**src/rtl/sram1rw1024x16_ctrl_pkg.sv**
```systemverilog
`default_nettype none
// Shared types and constants for the SRAM1RW1024x16 initiator and its testbench.
package sram1rw_ctrl_pkg;

  typedef enum logic [0:0] {
    CLEAR = 1'b0,
    RUN   = 1'b1
  } state_t;

  localparam int SRAM_WORDS  = 1024;
  localparam int SRAM_ADDR_W = 10;
  localparam int SRAM_DATA_W = 16;

  // Active-low macro strobes rest at this level.
  localparam logic STROBE_IDLE = 1'b1;

endpackage
`default_nettype wire

```
**src/rtl/sram1rw1024x16_ctrl_resp_fifo.sv**
```systemverilog
`default_nettype none
// In-order response FIFO holding captured read data until the consumer takes it.
module sram_resp_fifo #(
  parameter int DATA_W     = 16,
  parameter int RESP_DEPTH = 2,
  parameter int CNT_W      = $clog2(RESP_DEPTH + 1)
) (
  input  logic              clk,
  input  logic              reset,
  input  logic              push,
  input  logic [DATA_W-1:0] push_data,
  input  logic              pop,
  output logic [CNT_W-1:0]  count,
  output logic [DATA_W-1:0] head_data
);

  localparam int PTR_W = (RESP_DEPTH > 1) ? $clog2(RESP_DEPTH) : 1;
  localparam logic [PTR_W-1:0] LAST_PTR = PTR_W'(RESP_DEPTH - 1);

  logic [DATA_W-1:0] mem [RESP_DEPTH];
  logic [PTR_W-1:0]  wr_ptr;
  logic [PTR_W-1:0]  rd_ptr;
  logic              do_pop;

  assign do_pop = pop && (count != '0);

  always_ff @(posedge clk) begin
    if (reset) begin
      wr_ptr <= '0;
      rd_ptr <= '0;
      count  <= '0;
    end else begin
      if (push) begin
        mem[wr_ptr] <= push_data;
        wr_ptr      <= (wr_ptr == LAST_PTR) ? '0 : wr_ptr + PTR_W'(1);
      end
      if (do_pop) begin
        rd_ptr <= (rd_ptr == LAST_PTR) ? '0 : rd_ptr + PTR_W'(1);
      end
      case ({push, do_pop})
        2'b10:   count <= count + CNT_W'(1);
        2'b01:   count <= count - CNT_W'(1);
        default: count <= count;
      endcase
    end
  end

  // Storage is not reset, so present zero whenever nothing valid is held.
  assign head_data = (count != '0) ? mem[rd_ptr] : '0;

endmodule
`default_nettype wire

```
**src/rtl/sram1rw1024x16_ctrl.sv**
```systemverilog
`default_nettype none
// Valid/ready initiator for one SRAM1RW1024x16 macro: zero-fill after reset,
// then single-cycle reads/writes with credit-limited, in-order read responses.
module sram1rw1024x16_ctrl
  import sram1rw_ctrl_pkg::*;
#(
  parameter int ADDR_W     = SRAM_ADDR_W,
  parameter int DATA_W     = SRAM_DATA_W,
  parameter int RESP_DEPTH = 2,
  parameter bit CLEAR_EN   = 1'b1
) (
  input  logic              clk,
  input  logic              reset,
  input  logic              req_valid,
  output logic              req_ready,
  input  logic              req_we,
  input  logic [ADDR_W-1:0] req_addr,
  input  logic [DATA_W-1:0] req_wdata,
  output logic              resp_valid,
  input  logic              resp_ready,
  output logic [DATA_W-1:0] resp_rdata,
  output logic              init_done,
  output logic [ADDR_W-1:0] sram_a,
  output logic [DATA_W-1:0] sram_i,
  input  logic [DATA_W-1:0] sram_o,
  output logic              sram_csb,
  output logic              sram_web,
  output logic              sram_oeb
);

  localparam int CNT_W  = $clog2(RESP_DEPTH + 1);
  localparam int CRED_W = CNT_W + 1;
  localparam logic [CRED_W-1:0] DEPTH_C = CRED_W'(RESP_DEPTH);

  state_t            state;
  state_t            state_next;
  logic [ADDR_W-1:0] clr_ptr;
  logic [ADDR_W-1:0] clr_ptr_next;
  logic              rd_inflight;
  logic [CNT_W-1:0]  fifo_count;
  logic [CRED_W-1:0] credit_used;
  logic              run;
  logic              pop;
  logic              req_fire;
  logic              wr_fire;
  logic              rd_fire;

  assign run        = (state == RUN) && !reset;
  assign init_done  = run;
  assign resp_valid = (fifo_count != '0) && !reset;
  assign pop        = resp_valid && resp_ready;

  // Entries already owed to the FIFO, less the one leaving this cycle;
  // pop implies fifo_count > 0, so this never underflows.
  assign credit_used = {1'b0, fifo_count} + {{CNT_W{1'b0}}, rd_inflight}
                     - {{CNT_W{1'b0}}, pop};

  assign req_ready = run && (credit_used < DEPTH_C);
  assign req_fire  = req_valid && req_ready;
  assign wr_fire   = req_fire && req_we;
  assign rd_fire   = req_fire && !req_we;

  always_ff @(posedge clk) begin
    if (reset) begin
      state       <= CLEAR_EN ? CLEAR : RUN;
      clr_ptr     <= '0;
      rd_inflight <= 1'b0;
    end else begin
      state       <= state_next;
      clr_ptr     <= clr_ptr_next;
      rd_inflight <= rd_fire;
    end
  end

  always_comb begin
    state_next   = state;
    clr_ptr_next = clr_ptr;
    sram_csb     = STROBE_IDLE;
    sram_web     = STROBE_IDLE;
    sram_oeb     = STROBE_IDLE;
    sram_a       = '0;
    sram_i       = '0;
    if (!reset) begin
      case (state)
        CLEAR: begin
          sram_csb     = 1'b0;
          sram_web     = 1'b0;
          sram_a       = clr_ptr;
          clr_ptr_next = clr_ptr + ADDR_W'(1);
          if (clr_ptr == '1) begin
            state_next = RUN;
          end
        end
        RUN: begin
          if (wr_fire) begin
            sram_csb = 1'b0;
            sram_web = 1'b0;
            sram_a   = req_addr;
            sram_i   = req_wdata;
          end else if (rd_fire) begin
            sram_csb = 1'b0;
            sram_oeb = 1'b0;
            sram_a   = req_addr;
          end
        end
        default: state_next = state;
      endcase
    end
  end

  // Macro output is valid the cycle after a read, so capture one edge later.
  sram_resp_fifo #(
    .DATA_W     (DATA_W),
    .RESP_DEPTH (RESP_DEPTH),
    .CNT_W      (CNT_W)
  ) u_resp_fifo (
    .clk       (clk),
    .reset     (reset),
    .push      (rd_inflight),
    .push_data (sram_o),
    .pop       (pop),
    .count     (fifo_count),
    .head_data (resp_rdata)
  );

endmodule
`default_nettype wire
```
**config.mk**
```make
export PLATFORM = sky130hd
export DESIGN_NAME = sram1rw1024x16_ctrl
export DESIGN_NICKNAME = d
export VERILOG_FILES = /design/src/rtl/sram1rw1024x16_ctrl_pkg.sv /design/src/rtl/sram1rw1024x16_ctrl_resp_fifo.sv /design/src/rtl/sram1rw1024x16_ctrl.sv
export SDC_FILE = /design/constraint.sdc
export NUM_CORES = 1
export LEC_CHECK = 0
export ABC_AREA = 1
export CORE_AREA = 2 2 82 84
export CTS_CLUSTER_DIAMETER = 150
export DETAILED_ROUTE_END_ITERATION = 10
export DIE_AREA = 0 0 84 86
export PLACE_DENSITY_LB_ADDON = 0.08
export SYNTH_ARGS = -nofsm -noshare
export SYNTH_HDL_FRONTEND = slang
export SYNTH_HIERARCHICAL = 1
export SYNTH_SLANG_ARGS = --single-unit
```
**constraint.sdc**
```tcl
create_clock -name clk -period 3.9 [get_ports clk]
set_input_delay 0.78 -clock clk [delete_from_list [all_inputs] [get_ports clk]]
set_output_delay 0.78 -clock clk [all_outputs]
set_load 0.05 [all_outputs]
```
==> results by group, run 1 <==
Floorplanning
  – Total Die Area: 7220 sq um
  – Rows: 29
  – Initial Util: 0.395
  – Core area: around 6300 sq um
  – Die height: roughly 86 microns
  – Die Width: 84 microns
  – # IOs: 95

Route
  – Initial DRC Count: 75
  – Vias: approximately 2200
  – Via density: 4.73
  – Drt pass-1 iters: 4
  – WL/cell: 12.7 microns
  – Detailed-route DRC error count: 0
  – Remaining antenna violation count: 0
  – DRT Wirelength: 5.94 mm

Clock tree
  – Clock transition at the registers of the reported paths: about 0.090 ns
  – Clock Path Buffers: 2
  – H-tree depth: 2
  – CTS tree: built
  – Clk sinks: 49
  – CTS root buf: clkbuf_8
  – Clock Latency Late Sink: around 0.29 ns
  – Clock buffer count from CTS: 5
  – Hold_buf cts: 0

Timing
  – Achievable frequency: 269 MHz
  – Least-Margin Pin Slew: 0.652 ns
  – RSZ-0062 raised after global routing: no
  – Max Slew Vio Count: 0
  – Fin crit period: roughly 3.7 ns
  – Fin. Hold Viols: 0
  – Setup ws final: 0.181 ns
  – Final setup violation count: 0
  – Headroom to the max-slew limit: 0.565
  – Skew final: 0.0104 ns
  – Period utilisation layout: 0.954

Finish
  – Fin util: 0.646
  – Nets: 439
  – Area Overhead vs Synth: 63.8%
  – Layout cells sized above 1: 0.244
  – Post-route insts no fill: 466
  – N_diodes: 0

Synthesis
  – Synth area leader: edfxtp_1
  – Top-area cell type share of the netlist area: 0.388
  – Ys async rst share: 0
  – Syn_nets: 339
  – Number of flops mapped to enable cells by yosys: 32
  – Synth Instances: around 290
  – Post-synth cell types: 29
  – Sequential-to-total area share from yosys stat: 0.525
  – Area contributors post-synth: edfxtp_1 (39%), dfxtp_1 (14%), nand2_1 (10%)
  – Commonest cells post-synth: nand2_1 (67), nor2_1 (39), inv_1 (38), a21oi_1 (33), edfxtp_1 (32)
  – Synth warn: 6
  – Post-synthesis instance area: 2480 sq um
  – Most numerous cell in the Yosys netlist: nand2_1
  – Synthesized flop and latch total: 49
  – Top FF cell, synth: edfxtp_1
  – Synth Area per Inst: approximately 8.6 sq um

Global routing
  – Vias in the first global route: between 2000 and 2500
  – Total track usage: 0.168
  – Pin count of the biggest net entering global routing: 19
  – GRT Residual Overflow: 0
  – Initial antenna violation count: 0
  – First-pass GRT wire length: 9.72 mm

Critical path
  – CP Class: input port to primary output
  – CP Launch Type: input port
  – Crit path buffers/inverters: 5
  – Critical path's top delay family: adder cells
  – Highest net fanout along the worst path: 17
  – Worst setup EP type: primary output
  – Critical Path RT: roughly 3.1 ns
  – Critical path arrival: ~2.9 ns
  – Critical path cell sequence: clkbuf_2, a21oi_4, and2_4, ha_1, inv_1, nand2_1, fa_1, inv_2, nor2_4, nand4_4, buf_12, nor2_1, buf_12
  – Slowest cell on the critical path: fa_1
  – Most used cell, CP: buf_12
  – Largest stage delay, worst path: 0.54 ns

Run status
  – Status: complete, no violations

Pwr
  – Peak VDD IR: roughly 0.18 mV
  – Static Leak: approximately 1.6 nW
  – P per Cell Area: 251 nW/um^2

Hold path
  – Tightest Hold Check Type: register to register

Placement
  – GP Congestion: 0.820
  – IO buf count: 94
  – Hpwl dp: 4.51 mm
  – Inst Count DP: 456
  – Place WS: -0.165 ns

Flow run
  – MaxCap Viol Count: 0
==> flip-flops by register name, summed over array words and instances, names as in the netlist, named ones only <==
register and cells:
rd_inflight 1, u_resp_fifo/count 2, u_resp_fifo/rd_ptr 1, u_resp_fifo/mem 32
clr_ptr 10, u_resp_fifo/wr_ptr 1, state 1
==> worst min-delay path: cells and delay by family, from the launching register on <==
family	cells	cell delay [ns]
AOI/OAI and AO/OA	1	0.06
and+or+nand+nor	1	0.07
DFF	1	0.32
==> final cells by class <==
class	count	area (sq um)
clock buffer	6	82.6
clock inverter	2	37.5
fill	524	2220
inverter	41	159
multi-input combinational	187	1030
sequential	49	1300
tap	77	96.3
timing repair buffer	104	1350
==> timing repair <==
item / 4_1_cts / 5_1_grt
pin swaps: 2 / 4
cloned: 0 / 1
resized for setup: 1 / 8
setup endpoints to repair: 29 / 28
setup buffers: 0 / 1
==> through the flow <==
stage               TNS [ns]  hold WS (ns)  area (sq um)  power (mW)
CTS                        0         0.486          4020        1.03
global placement       -2.34         0.454          3900       0.663
global route               0         0.510          4060        1.06
detailed placement     -3.16         0.464          3900       0.664
floorplan                  0         0.438          2560       0.598
finish                     0         0.490          4060        1.02
==> final timing paths <==
path | depth (start not counted) | to | start | slack [ns]
min reg2reg | 2 | u_resp_fifo/wr_ptr | u_resp_fifo/wr_ptr | 0.49
max reg2reg | 12 | rd_inflight | u_resp_fifo/count[0] | 1.51
min | 2 | u_resp_fifo/wr_ptr | u_resp_fifo/wr_ptr | 0.49
max | 13 | sram_i[4] | reset | 0.18
==> kinds of logic after synthesis <==
logic type                 share of synthesized area
AOI/OAI and AO/OA                             0.0828
DFF                                            0.525
adders and majority gates                     0.0232
xor gates and xnor gates                     0.00354
buffers and inverters                         0.0990
and+or+nand+nor                                0.266
==> metal layers <==
metal | wire, microns | global-route usage
met5 | 0 | 0
met4 | 59 | 0.0513
met3 | 248 | 0.0366
met2 | 3230 | 0.306
met1 | 2400 | 0.199
==> cell usage in the layout, fill, tap and decap left out, types with 2 or more instances in the layout <==
cell,count
nand2_1,66
clkdlybuf4s50_1,60
inv_1,37
buf_12,32
edfxtp_1,32
nor2_1,27
a21oi_1,23
dfxtp_1,16
nor2_2,14
nand4_1,13
buf_4,9
a21oi_2,8
clkbuf_8,6
nand2_2,5
o21ai_0,5
nor2_4,4
nand3_1,4
nor3_1,3
ha_1,3
a21oi_4,2
inv_4,2
inv_2,2
==> report_power, final <==
part / switching, mW / internal (mW)
logic: 0.0388 / 0.0558
registers: 0.00312 / 0.553
clock network: 0.160 / 0.208
No activity file was read; power rests on OpenSTA's default activity.
==> inputs of run 2 (changes only) <==
--- a/config.mk
+++ b/config.mk
@@ -7,10 +7,10 @@
 export LEC_CHECK = 0
 export ABC_AREA = 1
 export CORE_AREA = 2 2 82 84
-export CTS_CLUSTER_DIAMETER = 150
 export DETAILED_ROUTE_END_ITERATION = 10
 export DIE_AREA = 0 0 84 86
 export PLACE_DENSITY_LB_ADDON = 0.08
+export SLEW_MARGIN = 20
 export SYNTH_ARGS = -nofsm -noshare
 export SYNTH_HDL_FRONTEND = slang
 export SYNTH_HIERARCHICAL = 1
==> constraint.sdc (replaced) <==
create_clock -name clk -period 4.2 [get_ports clk]
set_input_delay 0.84 -clock clk [delete_from_list [all_inputs] [get_ports clk]]
set_output_delay 0.84 -clock clk [all_outputs]
set_load 0.05 [all_outputs]
==> results by group, run 2 (synthesized netlist as in run 1, its figures left out) <==
Run status
  – Status: complete, no violations

Clock tree
  – Clk sinks: 49 (unchanged)
  – Clock buffer count from CTS: 5 (unchanged)
  – Clock Path Buffers: 2 (unchanged)
  – Hold_buf cts: 0 (unchanged)
  – Clock transition at the registers of the reported paths: 0.09 ns (about the same)
  – Clock Latency Late Sink: 0.30 ns (about the same)
  – CTS tree: built
  – H-tree depth: 2 (unchanged)
  – CTS root buf: clkbuf_8

Timing
  – RSZ-0062 raised after global routing: no
  – Headroom to the max-slew limit: 0.478 (-0.0869)
  – Max Slew Vio Count: 0 (unchanged)
  – Fin crit period: 4.00 ns
  – Period utilisation layout: 0.953
  – Final setup violation count: 0 (unchanged)
  – Skew final: 0.00701 ns (-0.00339 ns)
  – Fin. Hold Viols: 0 (unchanged)
  – Achievable frequency: 250 MHz
  – Setup tns final: 0 ns (unchanged)
  – Least-Margin Pin Slew: 0.780 ns (+0.128 ns)

Floorplanning
  – Rows: 29 (unchanged)
  – Die Width: 84 microns (unchanged)
  – Total Die Area: 7220 sq um (unchanged)
  – Initial Util: 0.395 (unchanged)
  – # IOs: 95 (unchanged)
  – Die height: 86 microns (unchanged)
  – Core area: 6280 sq um (unchanged)

Placement
  – Inst Count DP: 453 (-0.66%)
  – DP Area: 3790 sq um (-2.8%)
  – GP Congestion: 0.776 (-5.3%)
  – Hpwl dp: 4.84 mm (+7.4%)
  – IO buf count: 94 (unchanged)

Finish
  – Fin util: 0.631 (-0.0155)
  – Max reg flops: 32 (unchanged)
  – Layout cells sized above 1: 0.223 (-0.0214)
  – Area of the multi-input gates: 1010 sq um (-1.7%)
  – Final instance area: 3960 sq um (-2.4%)
  – Area Overhead vs Synth: 59.8%
  – Fill count: 530 (+1.1%)
  – Most frequent cells in the layout: nand2_1 (67), clkdlybuf4s50_1 (62), inv_1 (38)
  – Most flop-heavy register: u_resp_fifo/mem
  – Most common cell after layout, fill and taps aside: nand2_1
  – Storage element area: 1300 sq um (about the same)
  – Biggest regs: u_resp_fifo/mem (32), clr_ptr (10), u_resp_fifo/count (2)
  – N_diodes: 0 (unchanged)
  – Post-route insts no fill: 463 (-0.64%)
  – Nets: 436 (-0.68%)

Pwr
  – Static Leak: 1.51 nW (-2.8%)
  – Power, Total: 0.934 mW (-8.4%)
  – P per Cell Area: 236 nW/um^2 (-6.1%)
  – Peak VDD IR: 0.194 mV (+10%)

Critical path
  – Critical path arrival: 3.16 ns (+0.22 ns)
  – CP Launch Type: input port
  – CP Class: input port to primary output
  – Worst setup EP type: primary output
  – Critical Path RT: 3.36 ns (+0.24 ns)
  – Highest net fanout along the worst path: 5 (-12)

Route
  – WL/cell: 13.7 microns (+7.7%)
  – DRT Wirelength: 6.36 mm (+7.1%)
  – Initial DRC Count: 58 (-23%)
  – Via density: 4.79 (+1.1%)
  – Drt pass-1 iters: 4 (unchanged)
  – Detailed-route DRC error count: 0 (unchanged)
  – Remaining antenna violation count: 0 (unchanged)
  – Vias: 2216 (+0.45%)

Global routing
  – Grt met1 use: 0.205 (+0.00584)
  – Busiest metal layer after global routing: met2
  – Initial antenna violation count: 0 (unchanged)
  – Total track usage: 0.179 (+0.0108)
  – Pin count of the biggest net entering global routing: 19 (unchanged)
  – GRT Residual Overflow: 0 (unchanged)
  – Met3 usage: 0.0404 (+0.00385)
  – Vias in the first global route: 2234 (+5.3%)
  – First-pass GRT wire length: 10.4 mm (+6.7%)
  – Met2 usage: 0.338 (+0.0320)

Hold path
  – Tightest Hold Check Type: register to register

Flow run
  – MaxCap Viol Count: 0 (unchanged)
[run 2: changes by cell type in the layout (fill, tap and decap cells not counted), sizes merged]
cell	delta
buf	-3
clkinv	+1
clkbuf	-3
clkdlybuf4s50	+2
[run 2: area by class of cell]
type / count / share of cell area
Inverter: 41 / 0.0401
Sequential cell: 49 / 0.329
Timing Repair Buffer: 101 / 0.324
Multi-Input combinational cell: 187 / 0.255
Clock buffer: 5 / 0.0174
Tap cell: 77 / 0.0243
Clock inverter: 3 / 0.0104
[run 2: timing repair]
action                     in CTS  in global routing
gates resized for setup         1                 13
pin swaps                       0                  1
gates cloned                    0                  1
buffers inserted                0                  1
setup endpoints to repair      18                 29
[run 2: worst paths after layout]
path | start | to | slack (ns) | cells after the start
max reg2reg | u_resp_fifo/count[1] | rd_inflight | 1.81 | 12
min | u_resp_fifo/wr_ptr | u_resp_fifo/wr_ptr | 0.47 | 2
min reg2reg | u_resp_fifo/wr_ptr | u_resp_fifo/wr_ptr | 0.47 | 2
max | resp_ready | sram_a[7] | 0.20 | 12
[run 2: metrics by stage]
step	setup WS (ns)	hold WS, ns
global route	0.0673	0.496
global placement	0.0443	0.451
CTS	-0.0333	0.470
detailed placement	-0.0228	0.457
floorplan	-0.120	0.438
finish	0.196	0.466
[run 2: worst max-delay path, stage by stage]
cell             delay [ns]
clkdlybuf4s50_1        0.40
and2_4                 0.16
ha_1                   0.27
inv_1                  0.05
nand2_1                0.05
fa_1                   0.52
inv_1                  0.08
nor2_4                 0.14
buf_2                  0.18
nand4_1                0.10
a21oi_2                0.21
buf_12                 0.16
[run 2: power breakdown]
part	total, mW	leakage [nW]	internal (mW)	switching [mW]
registers	0.517	0.425	0.514	0.00256
clock network	0.329	0.0518	0.175	0.154
logic	0.0882	1.03	0.0521	0.0361
[run 2: per-layer routing]
metal | wire length (microns) | vias to the layer above | share of wire
li1 | - | 1122 | -
met1 | 2500 | 1033 | 0.39
met2 | 3480 | 55 | 0.55
met3 | 318 | 6 | 0.050
met4 | 65 | 0 | 0.010
met5 | 0 | - | 0
==> inputs of run 3 (changes only) <==
--- a/config.mk
+++ b/config.mk
@@ -9,7 +9,7 @@
 export CORE_AREA = 2 2 82 84
 export DETAILED_ROUTE_END_ITERATION = 10
 export DIE_AREA = 0 0 84 86
-export PLACE_DENSITY_LB_ADDON = 0.08
+export PLACE_DENSITY_LB_ADDON = 0.12
 export SLEW_MARGIN = 20
 export SYNTH_ARGS = -nofsm -noshare
 export SYNTH_HDL_FRONTEND = slang
==> results by group, run 3 (synthesized netlist as in run 1, its figures left out) <==
Critical path
  – Critical Path RT: 3.36 ns (about the same)
  – Critical path arrival: 3.14 ns (-0.02 ns)
  – CP Launch Type: input port
  – CP Class: input port to primary output
  – Worst setup EP type: primary output
  – Highest net fanout along the worst path: 17 (+12)

Floorplanning
  – Total Die Area: 7220 sq um (unchanged)
  – Die Width: 84 microns (unchanged)
  – Die height: 86 microns (unchanged)
  – Core area: 6280 sq um (unchanged)
  – Initial Util: 0.395 (unchanged)
  – # IOs: 95 (unchanged)
  – Rows: 29 (unchanged)

Global routing
  – Initial antenna violation count: 0 (unchanged)
  – First-pass GRT wire length: 9.67 mm (-6.8%)
  – Vias in the first global route: 2049 (-8.3%)
  – Pin count of the biggest net entering global routing: 19 (unchanged)
  – GRT Residual Overflow: 0 (unchanged)
  – Total track usage: 0.166 (-0.0128)

Finish
  – Storage element area: 1300 sq um (unchanged)
  – Fill count: 538 (+1.5%)
  – Area Overhead vs Synth: 59.4%
  – Layout cells sized above 1: 0.216 (-0.00721)
  – Nets: 435 (-0.23%)
  – Biggest regs: u_resp_fifo/mem (32), clr_ptr (10), u_resp_fifo/count (2)
  – Max reg flops: 32 (unchanged)
  – Area of the multi-input gates: 1000 sq um (-0.74%)
  – N_diodes: 0 (unchanged)
  – Most frequent cells in the layout: nand2_1 (67), clkdlybuf4s50_1 (62), inv_1 (38)
  – Most common cell after layout, fill and taps aside: nand2_1
  – Most flop-heavy register: u_resp_fifo/mem

Clock tree
  – CTS root buf: clkbuf_8
  – Clock Latency Late Sink: 0.30 ns (about the same)
  – Clk sinks: 49 (unchanged)
  – CTS tree: built
  – Clock Path Buffers: 2 (unchanged)
  – Hold_buf cts: 0 (unchanged)
  – H-tree depth: 2 (unchanged)
  – Clock buffer count from CTS: 5 (unchanged)
  – Clock transition at the registers of the reported paths: 0.09 ns (about the same)

Timing
  – Fin. Hold Viols: 0 (unchanged)
  – Final Hold Slack: 0.476 ns (+0.00957 ns)
  – Least-Margin Pin Slew: 0.671 ns (-0.109 ns)
  – RSZ-0062 raised after global routing: no
  – Period utilisation layout: 0.948 (-0.00499)
  – Achievable frequency: 251 MHz (+0.53%)
  – Skew final: 0.00441 ns (-0.00260 ns)
  – Fin crit period: 3.98 ns (-0.0210 ns)
  – Final setup violation count: 0 (unchanged)
  – Max Slew Vio Count: 0 (unchanged)
  – Headroom to the max-slew limit: 0.552 (+0.0743)

Pwr
  – Power, Total: 0.885 mW (-5.3%)
  – Peak VDD IR: 0.129 mV (-34%)
  – Static Leak: 1.51 nW (-0.34%)
  – P per Cell Area: 224 nW/um^2 (-5.0%)

Route
  – Via density: 4.76 (-0.55%)
  – Drt pass-1 iters: 4 (unchanged)
  – Detailed-route DRC error count: 0 (unchanged)
  – Initial DRC Count: 84 (+45%)
  – WL/cell: 13.1 microns (-4.7%)
  – Vias: 2199 (-0.77%)
  – DRT Wirelength: 6.05 mm (-4.9%)
  – Remaining antenna violation count: 0 (unchanged)

Run status
  – Status: complete, no violations

Placement
  – IO buf count: 94 (unchanged)
  – Hpwl dp: 4.55 mm (-5.9%)
  – GP Congestion: 0.817 (+5.3%)

Flow run
  – MaxCap Viol Count: 0 (unchanged)

Hold path
  – Tightest Hold Check Type: register to register
run 3: layout make-up:
class | instances | share of cell area
flip-flops and latches | 49 | 0.330
repair buffers | 100 | 0.329
multi-input cells | 187 | 0.254
inverters | 41 | 0.0402
well taps | 77 | 0.0244
clock buffers | 5 | 0.0174
clock inverters | 3 | 0.00539
run 3: timing repair:
action	4_1_cts	5_1_grt
buffers inserted	0	1
setup endpoints to repair	2	27
pin swaps	0	2
gates resized for setup	0	10
run 3: layer usage:
layer	routed length, microns	GRT usage	up-vias	share of wire
met5	0	0	-	0
met4	51	0.0352	0	0.0084
met3	378	0.0452	5	0.063
met2	2960	0.284	64	0.49
met1	2660	0.212	995	0.44
li1	-	-	1135	-
run 3: stage by stage:
step	cell area, sq um	instances	utilization	TNS [ns]	setup slack [ns]
2_1_floorplan	2520	288	-	-1.20	-0.120
3_3_place_gp	3810	453	0.608	-0.00398	-0.00398
3_5_place_dp	3810	453	0.608	0	0.000334
4_1_cts	3900	461	0.622	-0.0187	-0.0122
5_1_grt	3950	462	0.629	0	0.0542
6_report	3950	462	0.629	0	0.217
run 3: worst paths after layout:
kind / start / endpoint / slack (ns) / cells past startpoint
max: resp_ready / sram_i[0] / 0.22 / 13
min: u_resp_fifo/wr_ptr / u_resp_fifo/wr_ptr / 0.48 / 2
max reg2reg: u_resp_fifo/count[1] / rd_inflight / 1.86 / 13
min reg2reg: u_resp_fifo/wr_ptr / u_resp_fifo/wr_ptr / 0.48 / 2
run 3: worst max-delay path, cell delays in order:
cell and delay (ns):
clkdlybuf4s50_1 0.40, and2_1 0.17, ha_1 0.27, inv_1 0.05, nand2_1 0.05, fa_1 0.38, inv_1 0.07, nand2_1 0.05
nand2_1 0.19, nand4_4 0.13, buf_12 0.18, nor2_1 0.19, buf_12 0.17
run 3: power breakdown:
part	total [mW]	internal (mW)	switching, mW
combinational	0.0886	0.0522	0.0364
clock	0.280	0.118	0.161
sequential	0.517	0.514	0.00265
total	0.885	0.685	0.200
